<file path="src/rtl/hazard_pkg.sv">
// rtl/hazard_pkg.sv - shared types and bubble-count constants for the hazard controller
package hazard_pkg;

  typedef enum logic {
    RUN   = 1'b0,
    STALL = 1'b1
  } state_e;

  typedef logic [1:0] bubble_t;

  // Bubbles per producer stage: with forwarding only a load in EX costs a slot
  localparam bubble_t FWD_LOAD_BUBBLES = 2'd1;
  localparam bubble_t BYP_EX_BUBBLES   = 2'd2;
  localparam bubble_t BYP_MEM_BUBBLES  = 2'd1;
  localparam bubble_t BYP_WB_BUBBLES   = 2'd0;
  localparam bubble_t RAW_EX_BUBBLES   = 2'd3;
  localparam bubble_t RAW_MEM_BUBBLES  = 2'd2;
  localparam bubble_t RAW_WB_BUBBLES   = 2'd1;

  function automatic bubble_t max_bubble(input bubble_t a, input bubble_t b);
    return (a > b) ? a : b;
  endfunction

endpackage

</file>
<file path="src/rtl/hazard_dist.sv">
// rtl/hazard_dist.sv - combinational RAW match and worst-case bubble count for both sources
module hazard_dist
  import hazard_pkg::*;
#(
  parameter int REG_AW      = 3,
  parameter int FORWARD_EN  = 1,
  parameter int RF_BYPASS   = 1,
  parameter int ZERO_REG_EN = 0
) (
  input  logic [REG_AW-1:0] id_rs_i,
  input  logic              id_rs_vld_i,
  input  logic [REG_AW-1:0] id_rt_i,
  input  logic              id_rt_vld_i,
  input  logic [REG_AW-1:0] ex_rd_i,
  input  logic              ex_wr_en_i,
  input  logic              ex_is_load_i,
  input  logic [REG_AW-1:0] mem_rd_i,
  input  logic              mem_wr_en_i,
  input  logic [REG_AW-1:0] wb_rd_i,
  input  logic              wb_wr_en_i,
  output bubble_t           bubbles_o
);

  function automatic logic match(input logic [REG_AW-1:0] src, input logic vld,
                                 input logic [REG_AW-1:0] dst, input logic en);
    logic zero_dst;
    zero_dst = (ZERO_REG_EN != 0) && (dst == '0);
    return vld && en && (src == dst) && !zero_dst;
  endfunction

  // Nearer producers always cost more, so first match in EX/MEM/WB order is the maximum
  function automatic bubble_t stage_need(input logic hit_ex, input logic hit_mem,
                                         input logic hit_wb, input logic is_load);
    bubble_t n;
    n = '0;
    if (FORWARD_EN != 0) begin
      if (hit_ex && is_load) n = FWD_LOAD_BUBBLES;
    end else if (RF_BYPASS != 0) begin
      if (hit_ex)       n = BYP_EX_BUBBLES;
      else if (hit_mem) n = BYP_MEM_BUBBLES;
      else if (hit_wb)  n = BYP_WB_BUBBLES;
    end else begin
      if (hit_ex)       n = RAW_EX_BUBBLES;
      else if (hit_mem) n = RAW_MEM_BUBBLES;
      else if (hit_wb)  n = RAW_WB_BUBBLES;
    end
    return n;
  endfunction

  logic    rs_ex, rs_mem, rs_wb;
  logic    rt_ex, rt_mem, rt_wb;
  bubble_t rs_need, rt_need;

  assign rs_ex  = match(id_rs_i, id_rs_vld_i, ex_rd_i,  ex_wr_en_i);
  assign rs_mem = match(id_rs_i, id_rs_vld_i, mem_rd_i, mem_wr_en_i);
  assign rs_wb  = match(id_rs_i, id_rs_vld_i, wb_rd_i,  wb_wr_en_i);
  assign rt_ex  = match(id_rt_i, id_rt_vld_i, ex_rd_i,  ex_wr_en_i);
  assign rt_mem = match(id_rt_i, id_rt_vld_i, mem_rd_i, mem_wr_en_i);
  assign rt_wb  = match(id_rt_i, id_rt_vld_i, wb_rd_i,  wb_wr_en_i);

  assign rs_need   = stage_need(rs_ex, rs_mem, rs_wb, ex_is_load_i);
  assign rt_need   = stage_need(rt_ex, rt_mem, rt_wb, ex_is_load_i);
  assign bubbles_o = max_bubble(rs_need, rt_need);

endmodule

</file>
<file path="src/rtl/hazard_ctrl.sv">
// rtl/hazard_ctrl.sv - stall/flush FSM with bubble counter, memory freeze and saturating perf counters
module hazard_ctrl
  import hazard_pkg::*;
#(
  parameter int REG_AW      = 3,
  parameter int FORWARD_EN  = 1,
  parameter int RF_BYPASS   = 1,
  parameter int ZERO_REG_EN = 0,
  parameter int CNT_W       = 16
) (
  input  logic              clk,
  input  logic              rst,
  input  logic [REG_AW-1:0] id_rs,
  input  logic              id_rs_vld,
  input  logic [REG_AW-1:0] id_rt,
  input  logic              id_rt_vld,
  input  logic [REG_AW-1:0] ex_rd,
  input  logic              ex_wr_en,
  input  logic              ex_is_load,
  input  logic [REG_AW-1:0] mem_rd,
  input  logic              mem_wr_en,
  input  logic [REG_AW-1:0] wb_rd,
  input  logic              wb_wr_en,
  input  logic              flush_req,
  input  logic              mem_stall,
  output logic              pc_hold,
  output logic              fd_hold,
  output logic              de_nop,
  output logic              fd_flush,
  output logic              de_flush,
  output logic              freeze,
  output logic              busy,
  output logic [CNT_W-1:0]  stall_cycles,
  output logic [CNT_W-1:0]  flush_events
);

  state_e           state_q, state_d;
  bubble_t          cnt_q, cnt_d;
  logic [CNT_W-1:0] stall_cnt_q, stall_cnt_d;
  logic [CNT_W-1:0] flush_cnt_q, flush_cnt_d;
  bubble_t          bubbles;
  logic             stall_act;
  logic             flush_act;

  hazard_dist #(
    .REG_AW      (REG_AW),
    .FORWARD_EN  (FORWARD_EN),
    .RF_BYPASS   (RF_BYPASS),
    .ZERO_REG_EN (ZERO_REG_EN)
  ) u_dist (
    .id_rs_i      (id_rs),
    .id_rs_vld_i  (id_rs_vld),
    .id_rt_i      (id_rt),
    .id_rt_vld_i  (id_rt_vld),
    .ex_rd_i      (ex_rd),
    .ex_wr_en_i   (ex_wr_en),
    .ex_is_load_i (ex_is_load),
    .mem_rd_i     (mem_rd),
    .mem_wr_en_i  (mem_wr_en),
    .wb_rd_i      (wb_rd),
    .wb_wr_en_i   (wb_wr_en),
    .bubbles_o    (bubbles)
  );

  // cnt_q holds the stall cycles still owed after the current one; nonzero only in STALL
  always_comb begin
    state_d   = state_q;
    cnt_d     = cnt_q;
    stall_act = 1'b0;
    flush_act = 1'b0;
    if (!mem_stall) begin
      if (flush_req) begin
        flush_act = 1'b1;
        state_d   = RUN;
        cnt_d     = '0;
      end else if (state_q == STALL) begin
        stall_act = 1'b1;
        if (cnt_q == 2'd1) begin
          state_d = RUN;
          cnt_d   = '0;
        end else begin
          cnt_d = cnt_q - 2'd1;
        end
      end else if (bubbles != '0) begin
        stall_act = 1'b1;
        cnt_d     = bubbles - 2'd1;
        state_d   = (bubbles > 2'd1) ? STALL : RUN;
      end
    end
  end

  always_comb begin
    stall_cnt_d = stall_cnt_q;
    flush_cnt_d = flush_cnt_q;
    if (stall_act && (stall_cnt_q != '1)) stall_cnt_d = stall_cnt_q + 1'b1;
    if (flush_act && (flush_cnt_q != '1)) flush_cnt_d = flush_cnt_q + 1'b1;
  end

  always_ff @(posedge clk) begin
    if (rst) begin
      state_q     <= RUN;
      cnt_q       <= '0;
      stall_cnt_q <= '0;
      flush_cnt_q <= '0;
    end else begin
      state_q     <= state_d;
      cnt_q       <= cnt_d;
      stall_cnt_q <= stall_cnt_d;
      flush_cnt_q <= flush_cnt_d;
    end
  end

  assign pc_hold      = stall_act;
  assign fd_hold      = stall_act;
  assign de_nop       = stall_act;
  assign fd_flush     = flush_act;
  assign de_flush     = flush_act;
  assign freeze       = mem_stall;
  assign busy         = (state_q == STALL);
  assign stall_cycles = stall_cnt_q;
  assign flush_events = flush_cnt_q;

endmodule

</file>
<file path="config.mk">
export PLATFORM = sky130hd
export DESIGN_NAME = hazard_ctrl
export DESIGN_NICKNAME = d
export VERILOG_FILES = /design/src/rtl/hazard_pkg.sv /design/src/rtl/hazard_dist.sv /design/src/rtl/hazard_ctrl.sv
export SDC_FILE = /design/constraint.sdc
export NUM_CORES = 1
export LEC_CHECK = 0
export ABC_AREA = 1
export ABC_CLOCK_PERIOD_IN_PS = 3700
export BUFFER_PORTS_ARGS = -buffer_cell sky130_fd_sc_hd__buf_2
export CAP_MARGIN = 5
export CORE_UTILIZATION = 34
export CTS_CLUSTER_DIAMETER = 200
export CTS_CLUSTER_SIZE = 16
export DETAILED_ROUTE_END_ITERATION = 8
export PLACE_DENSITY = 0.54
export SKIP_CTS_REPAIR_TIMING = 1
export SLEW_MARGIN = 20
export SYNTH_ARGS = -nofsm -noshare
export SYNTH_HDL_FRONTEND = slang
export SYNTH_HIERARCHICAL = 1
export SYNTH_SLANG_ARGS = --single-unit
export TNS_END_PERCENT = 30
</file>
<file path="constraint.sdc">
create_clock -name clk -period 3.7 [get_ports clk]
set_input_delay 0.555 -clock clk [delete_from_list [all_inputs] [get_ports clk]]
set_output_delay 0.555 -clock clk [all_outputs]
set_load 0.05 [all_outputs]
</file>
==> Word level (Yosys, flattened, before mapping) <==
Cells that the tools add are included.
{ "word_totals": {"regBits": 35, "mem_count": 0, "rom_bits": 0, "latchBits": 0, "inputBits": 25, "word_cells": 45, "ramBits": 0, "output_inout_bits": 39} }
{ "op_classes": {"eq_ne": 5, "shift": 0, "addsub": 4, "bitwise": 1, "n_mul": 0, "div": 0, "n_lt_le_gt_ge": 2, "n_mux": 18, "n_reduce_logical": 11} }
{ "op_table": {"columns": ["operator", "count"], "rows": [
  ["16-bit by 1-bit adder with 16-bit output (second input constant)", 2],
  ["16-bit != test (second input constant)", 2],
  ["1-bit two-way mux", 13],
  ["2-bit two-way mux", 5],
  ["1-bit logical AND", 8],
  ["3-bit == test", 2],
  ["2-bit by 1-bit subtractor with 2-bit output (second input constant)", 2],
  ["3-bit nonzero test", 1],
  ["2-bit by 1-bit == test with 1-bit output (second input constant)", 1],
  ["2-bit by 1-bit greater-than comparator with 1-bit output (second input constant)", 1],
  ["2-bit greater-than comparator", 1],
  ["2-bit AND reduction", 1],
  ["2-bit nonzero test", 1],
  ["1-bit inverter", 1]
]} }

==> Longest topological paths before layout <==
{ "logic_depth": {"ltp_word": 12, "mapped_depth": 16, "ltp_nobuf": 16} }

==> Hierarchy <==
Netlist, hierarchy kept.
{ "by_module_without_submodules": {"columns": ["module", "area_per_inst_um2", "cells_per_inst", "instances", "seq_area_each_um2"], "rows": [
  ["hazard_ctrl", 2069.5, 330, 1, 700.7],
  ["hazard_dist", 152.6, 39, 1, 0.0]
]} }

==> Least setup slack after synthesis <==
OpenSTA, ideal clock, no wires.
{ "synth_timing": {"path_kind": "input to output", "from": "input ex_rd[0]", "to": "output fd_hold", "n_path_buf": 1, "required_ns": 3.145, "arrival_time_ns": 1.950, "setup_slack_ns": 1.195, "stages": 12, "path_cell_list": "inv_1 > nand2_1 > nand2_1 > nor2_1 > nand3_1 > nand2_1 > inv_1 > ha_1 > inv_1 > nor2_1 > nor2_4 > buf_4"} }
{ "synth_between": {"elab_chain_cells": 11, "elab_cells_between_ends": 15, "cone_classes": "order compare (1); eq/ne (2); mux (7); reduce/logical (5)"} }
{ "synth_rtl": {"columns": ["element", "line", "text"], "rows": [
  ["from (decl)", "hazard_ctrl.sv:17", "input logic [REG_AW-1:0] ex_rd,"],
  ["3-bit == test", "hazard_dist.sv:28", "return vld && en && (src == dst) && !zero_dst;"],
  ["1-bit logical AND", "hazard_dist.sv:28", null],
  ["1-bit logical AND", "hazard_dist.sv:37", "if (hit_ex && is_load) n = FWD_LOAD_BUBBLES;"],
  ["1-bit two-way mux", "hazard_dist.sv:37", null],
  ["2-bit greater-than comparator", "hazard_pkg.sv:21", "return (a > b) ? a : b;"],
  ["2-bit two-way mux *", "hazard_pkg.sv:21", null],
  ["named net bubbles[0]", "hazard_ctrl.sv:41", "bubble_t bubbles;"],
  ["2-bit nonzero test *", "hazard_ctrl.sv:84", "end else if (bubbles != '0) begin"],
  ["1-bit two-way mux *", "hazard_ctrl.sv:84", null],
  ["1-bit two-way mux *", "hazard_ctrl.sv:76", "end else if (state_q == STALL) begin"],
  ["1-bit two-way mux *", "hazard_ctrl.sv:72", "if (flush_req) begin"],
  ["1-bit two-way mux *", "hazard_ctrl.sv:71", "if (!mem_stall) begin"],
  ["to (decl)", "hazard_ctrl.sv:27", "output logic fd_hold,"]
]} }
The timed path passes the listed nets; every way through them passes the cells marked *.

==> Worst setup path in the final report <==
{ "layout_timing": {"from": "input ex_rd[0]", "to": "output de_nop"} }
{ "layout_between": {"elab_chain_cells": 11, "elab_cells_between_ends": 15, "cone_classes": "order compare (1); eq/ne (2); mux (7); reduce/logical (5)"} }
{ "layout_rtl": {"columns": ["element", "line", "text"], "rows": [
  ["3-bit == test", "hazard_dist.sv:28", null],
  ["1-bit logical AND", "hazard_dist.sv:28", null],
  ["1-bit logical AND", "hazard_dist.sv:37", null],
  ["1-bit two-way mux", "hazard_dist.sv:37", null],
  ["2-bit greater-than comparator", "hazard_pkg.sv:21", null],
  ["2-bit two-way mux *", "hazard_pkg.sv:21", null],
  ["named net bubbles[0]", "hazard_ctrl.sv:41", null],
  ["2-bit nonzero test *", "hazard_ctrl.sv:84", null],
  ["1-bit two-way mux *", "hazard_ctrl.sv:84", null],
  ["1-bit two-way mux *", "hazard_ctrl.sv:76", null],
  ["1-bit two-way mux *", "hazard_ctrl.sv:72", null],
  ["1-bit two-way mux *", "hazard_ctrl.sv:71", null],
  ["to (decl)", "hazard_ctrl.sv:28", "output logic de_nop,"]
]} }
Marks and branches as above.

==> results by group <==
Status
  • Status: completed

Place
  • RePlAce Congestion: 0.765
  • DP Area: 0.00251 mm2
  • Hpwl dp: 3910 um
  • Port bufs: 55
  • DP Cell Count: 491

Cells and area
  • Final cell count without fillers: 498
  • Antenna diodes: 0
  • Design Area, Final: 0.00262 mm2
  • Layout area overhead: 17.8%
  • Layout cells sized above 1: 0.181
  • Nets: 451
  • Total of fill cells in the finished design: 704

Logic synthesis
  • Synth top area share: 0.315
  • Ys async rst share: 0
  • Most numerous cell in the Yosys netlist: nand2_1
  • Yosys Warn Count: 6
  • Gate Count Post-Synth: 369
  • Synth Area in Adders: 0.0282
  • Seq/Total Area, Yosys: 0.315
  • Post-synth EDFFs: 0
  • Post-synth top area cell: dfxtp_1
  • Synthesized area: 0.00222 mm2
  • XOR/XNOR Fraction of Synth Area: 0
  • Proportion of synthesized area in mux cells: 0
  • Net count of the mapped netlist: 399
  • Primary FF master, synth: dfxtp_1
  • Synth cell count leaders: nand2_1 (95), nor2_1 (78), nand3_1 (43)
  • Largest family of logic cells by synthesized area: simple AND/OR/NAND/NOR gates
  • Mean Syn Cell Area: 6.02 um2
  • Post-synth cell types: 24
  • Register bit total from synthesis: 35
  • Synth Area in Simple Gates: 0.452
  • Synth Area in Compound Gates: 0.0884
  • Synth area leaders: dfxtp_1 (32%), nand2_1 (16%), nor2_1 (13%)

Power and ir drop
  • Static leakage: 1.28 nW
  • VDD IR-drop max: 0.209 mV
  • Pwr/cell area: 310 mW/mm2
  • Gate power share: 0.111
  • Sw frac: 0.254
  • P_int: 0.000605 W
  • Reg power frac: 0.475
  • Clock power frac: 0.414
  • Psw: 0.000206 W

Min path
  • Hold WC Path Type: reg2reg
  • Worst hold stages: 2
  • Worst Hold End: cnt_q[1]
  • Hold_sp: cnt_q[1]

Clocking
  • Clock Path Buffers: 2
  • TritonCTS clock tree: done
  • Root Buffer: clkbuf_8
  • Worst-skew pair later-pin latency: 0.29 ns
  • H-tree levels: 2
  • Clock tree sinks: 35
  • CTS buffer count: 5
  • Clock-pin slew on the worst setup and hold paths: 0.07 ns

Global route
  • Grt met1 use: 0.180
  • Met2 Usage GRT: 0.286
  • Global route total overflow: 0
  • Largest net degree at the start of global routing: 33
  • Initial antenna violation count: 0
  • First-pass GRT wire length: 9090 um
  • Gr busiest metal: met2
  • GR Util met3: 0.0348
  • GRT Total Usage: 0.158
  • Vias in the first global route: 2077

Drt
  • DRT Pass-1 Iters: 4
  • Drt drc: 0
  • Initial detailed-routing violation count: 46
  • Final wirelength: 5210 um
  • Antenna viol nets, final: 0
  • WL/cell: 10.5 um
  • Routed vias: 2317
  • Vias/cell: 4.65

Critical path
  • WS Path Type: in2out
  • Crit start category: primary input
  • CP required: 3.14 ns
  • CP Data Arrival Time: 2.03 ns
  • Worst R2R Start: stall_cycles[0]
  • Reg2reg end: stall_cycles[4]
  • Setup crit end kind: output pin
  • Crit-path max FO: 12
  • R2R depth: 8
  • Reg2Reg Setup Slack: 2.07 ns

STA
  • Fin Clk Skew: 0.00531 ns
  • Setup TNS: 0 ns
  • Setup Viol. Count Final: 0
  • Peak Freq: 387 MHz
  • Count of pins over their slew limit: 0
  • Fin. Hold Viols: 0
  • Period utilization: 0.698
  • Post-route minimum period: 2.58 ns
  • RSZ-0062 raised after global routing: no

Floorplanning
  • Num rows: 29
  • Die area: 0.00686 mm2
  • Die Ht: 82.8 um
  • Die X: 82.8 um
  • Io pins: 64
  • Core Box Area: 0.00631 mm2
  • Initial Utilization: 0.352

Run
  • Maxcap violations: 0
## routing by layer
metal  wire length (um)  share of wire  vias to the layer above
met5                  0              0                        -
met3                233          0.045                       10
met1               2390           0.46                     1001
met2               2490           0.48                       43
met4                 95          0.018                        0
li1                   -              -                     1263
## how the worst max path moves through the flow
stage	end	from	slack [ns]	depth (start not counted)
2_1_floorplan	fd_hold	ex_rd[0]	1.19	12
3_3_place_gp	de_nop	ex_rd[0]	1.09	13
3_5_place_dp	fd_hold	ex_rd[1]	1.08	13
4_1_cts	de_nop	ex_rd[1]	1.07	13
5_1_grt	pc_hold	ex_rd[0]	0.93	13
6_report	de_nop	ex_rd[0]	1.12	13
## metrics by stage
stage | setup slack (ns) | hold WS (ns) | util | power (W)
3_3_place_gp | 1.09 | 0.454 | 0.398 | 0.000485
5_1_grt | 0.928 | 0.482 | 0.415 | 0.000848
4_1_cts | 1.07 | 0.466 | 0.415 | 0.000825
6_report | 1.12 | 0.465 | 0.415 | 0.000812
3_5_place_dp | 1.08 | 0.456 | 0.398 | 0.000486
2_1_floorplan | 1.19 | 0.439 | - | 0.000462
## power groups by stage
stage | Sequential (W) | Clock [W] | Combinational, W
6_report | 0.000386 | 0.000336 | 0.0000902
5_1_grt | 0.000386 | 0.000361 | 0.000101
4_1_cts | 0.000386 | 0.000348 | 0.0000917
3_5_place_dp | 0.000395 | 0 | 0.0000915
3_3_place_gp | 0.000395 | 0 | 0.0000904
2_1_floorplan | 0.000405 | 0 | 0.0000570
## worst max-delay path: stages
cell     delay [ns]
buf_2          0.10
inv_1          0.05
nand2_1        0.05
nand2_1        0.05
nor2_1         0.09
nand3_1        0.07
nand2_1        0.09
inv_1          0.06
ha_1           0.22
inv_1          0.06
nor2_1         0.05
nor2_4         0.25
buf_2          0.32
## cell usage in the layout (no fill, tap or decap)
| master | instances |
|---|---|
| clkbuf_1 | 1 |
| o21ai_0 | 5 |
| nand3_1 | 43 |
| nand4_1 | 2 |
| nor2_1 | 78 |
| buf_4 | 1 |
| a21oi_1 | 29 |
| nand2_4 | 1 |
| bufinv_16 | 1 |
| o21ai_1 | 1 |
| clkbuf_8 | 5 |
| buf_2 | 55 |
| dfxtp_1 | 35 |
| inv_2 | 3 |
| nand2_1 | 95 |
| nor3_1 | 3 |
| nand3_2 | 2 |
| conb_1 | 1 |
| nor2_4 | 3 |
| nand3b_1 | 2 |
| ha_1 | 5 |
| a31oi_1 | 1 |
| inv_1 | 42 |
| o211ai_1 | 2 |
| nor2_2 | 3 |
| nand2_2 | 2 |
## sequential cells by signal, summed over array words and instances (netlist names)
| register | cells |
|---|---|
| flush_events | 16 |
| busy | 1 |
| cnt_q | 2 |
| stall_cycles | 16 |
## final cells by class
| cell class | instances | area [um2] | area share |
|---|---|---|---|
| Sequential cell | 35 | 701 | 0.268 |
| Multi-Input combinational cell | 278 | 1270 | 0.484 |
| Clock inverter | 1 | 30.0 | 0.0115 |
| Tap cell | 77 | 96.3 | 0.0368 |
| Inverter | 45 | 169 | 0.0645 |
| Clock buffer | 6 | 72.6 | 0.0277 |
| Timing Repair Buffer | 56 | 283 | 0.108 |
## cell families (layout without fill, tap and decap cells)
logic type	after synthesis	in the layout
buf+inv	56	108
compound gates	38	38
simple gates	234	234
flops	35	35
fa+ha+maj	5	5
other cells	1	1
No activity file was read; power rests on OpenSTA's default activity.
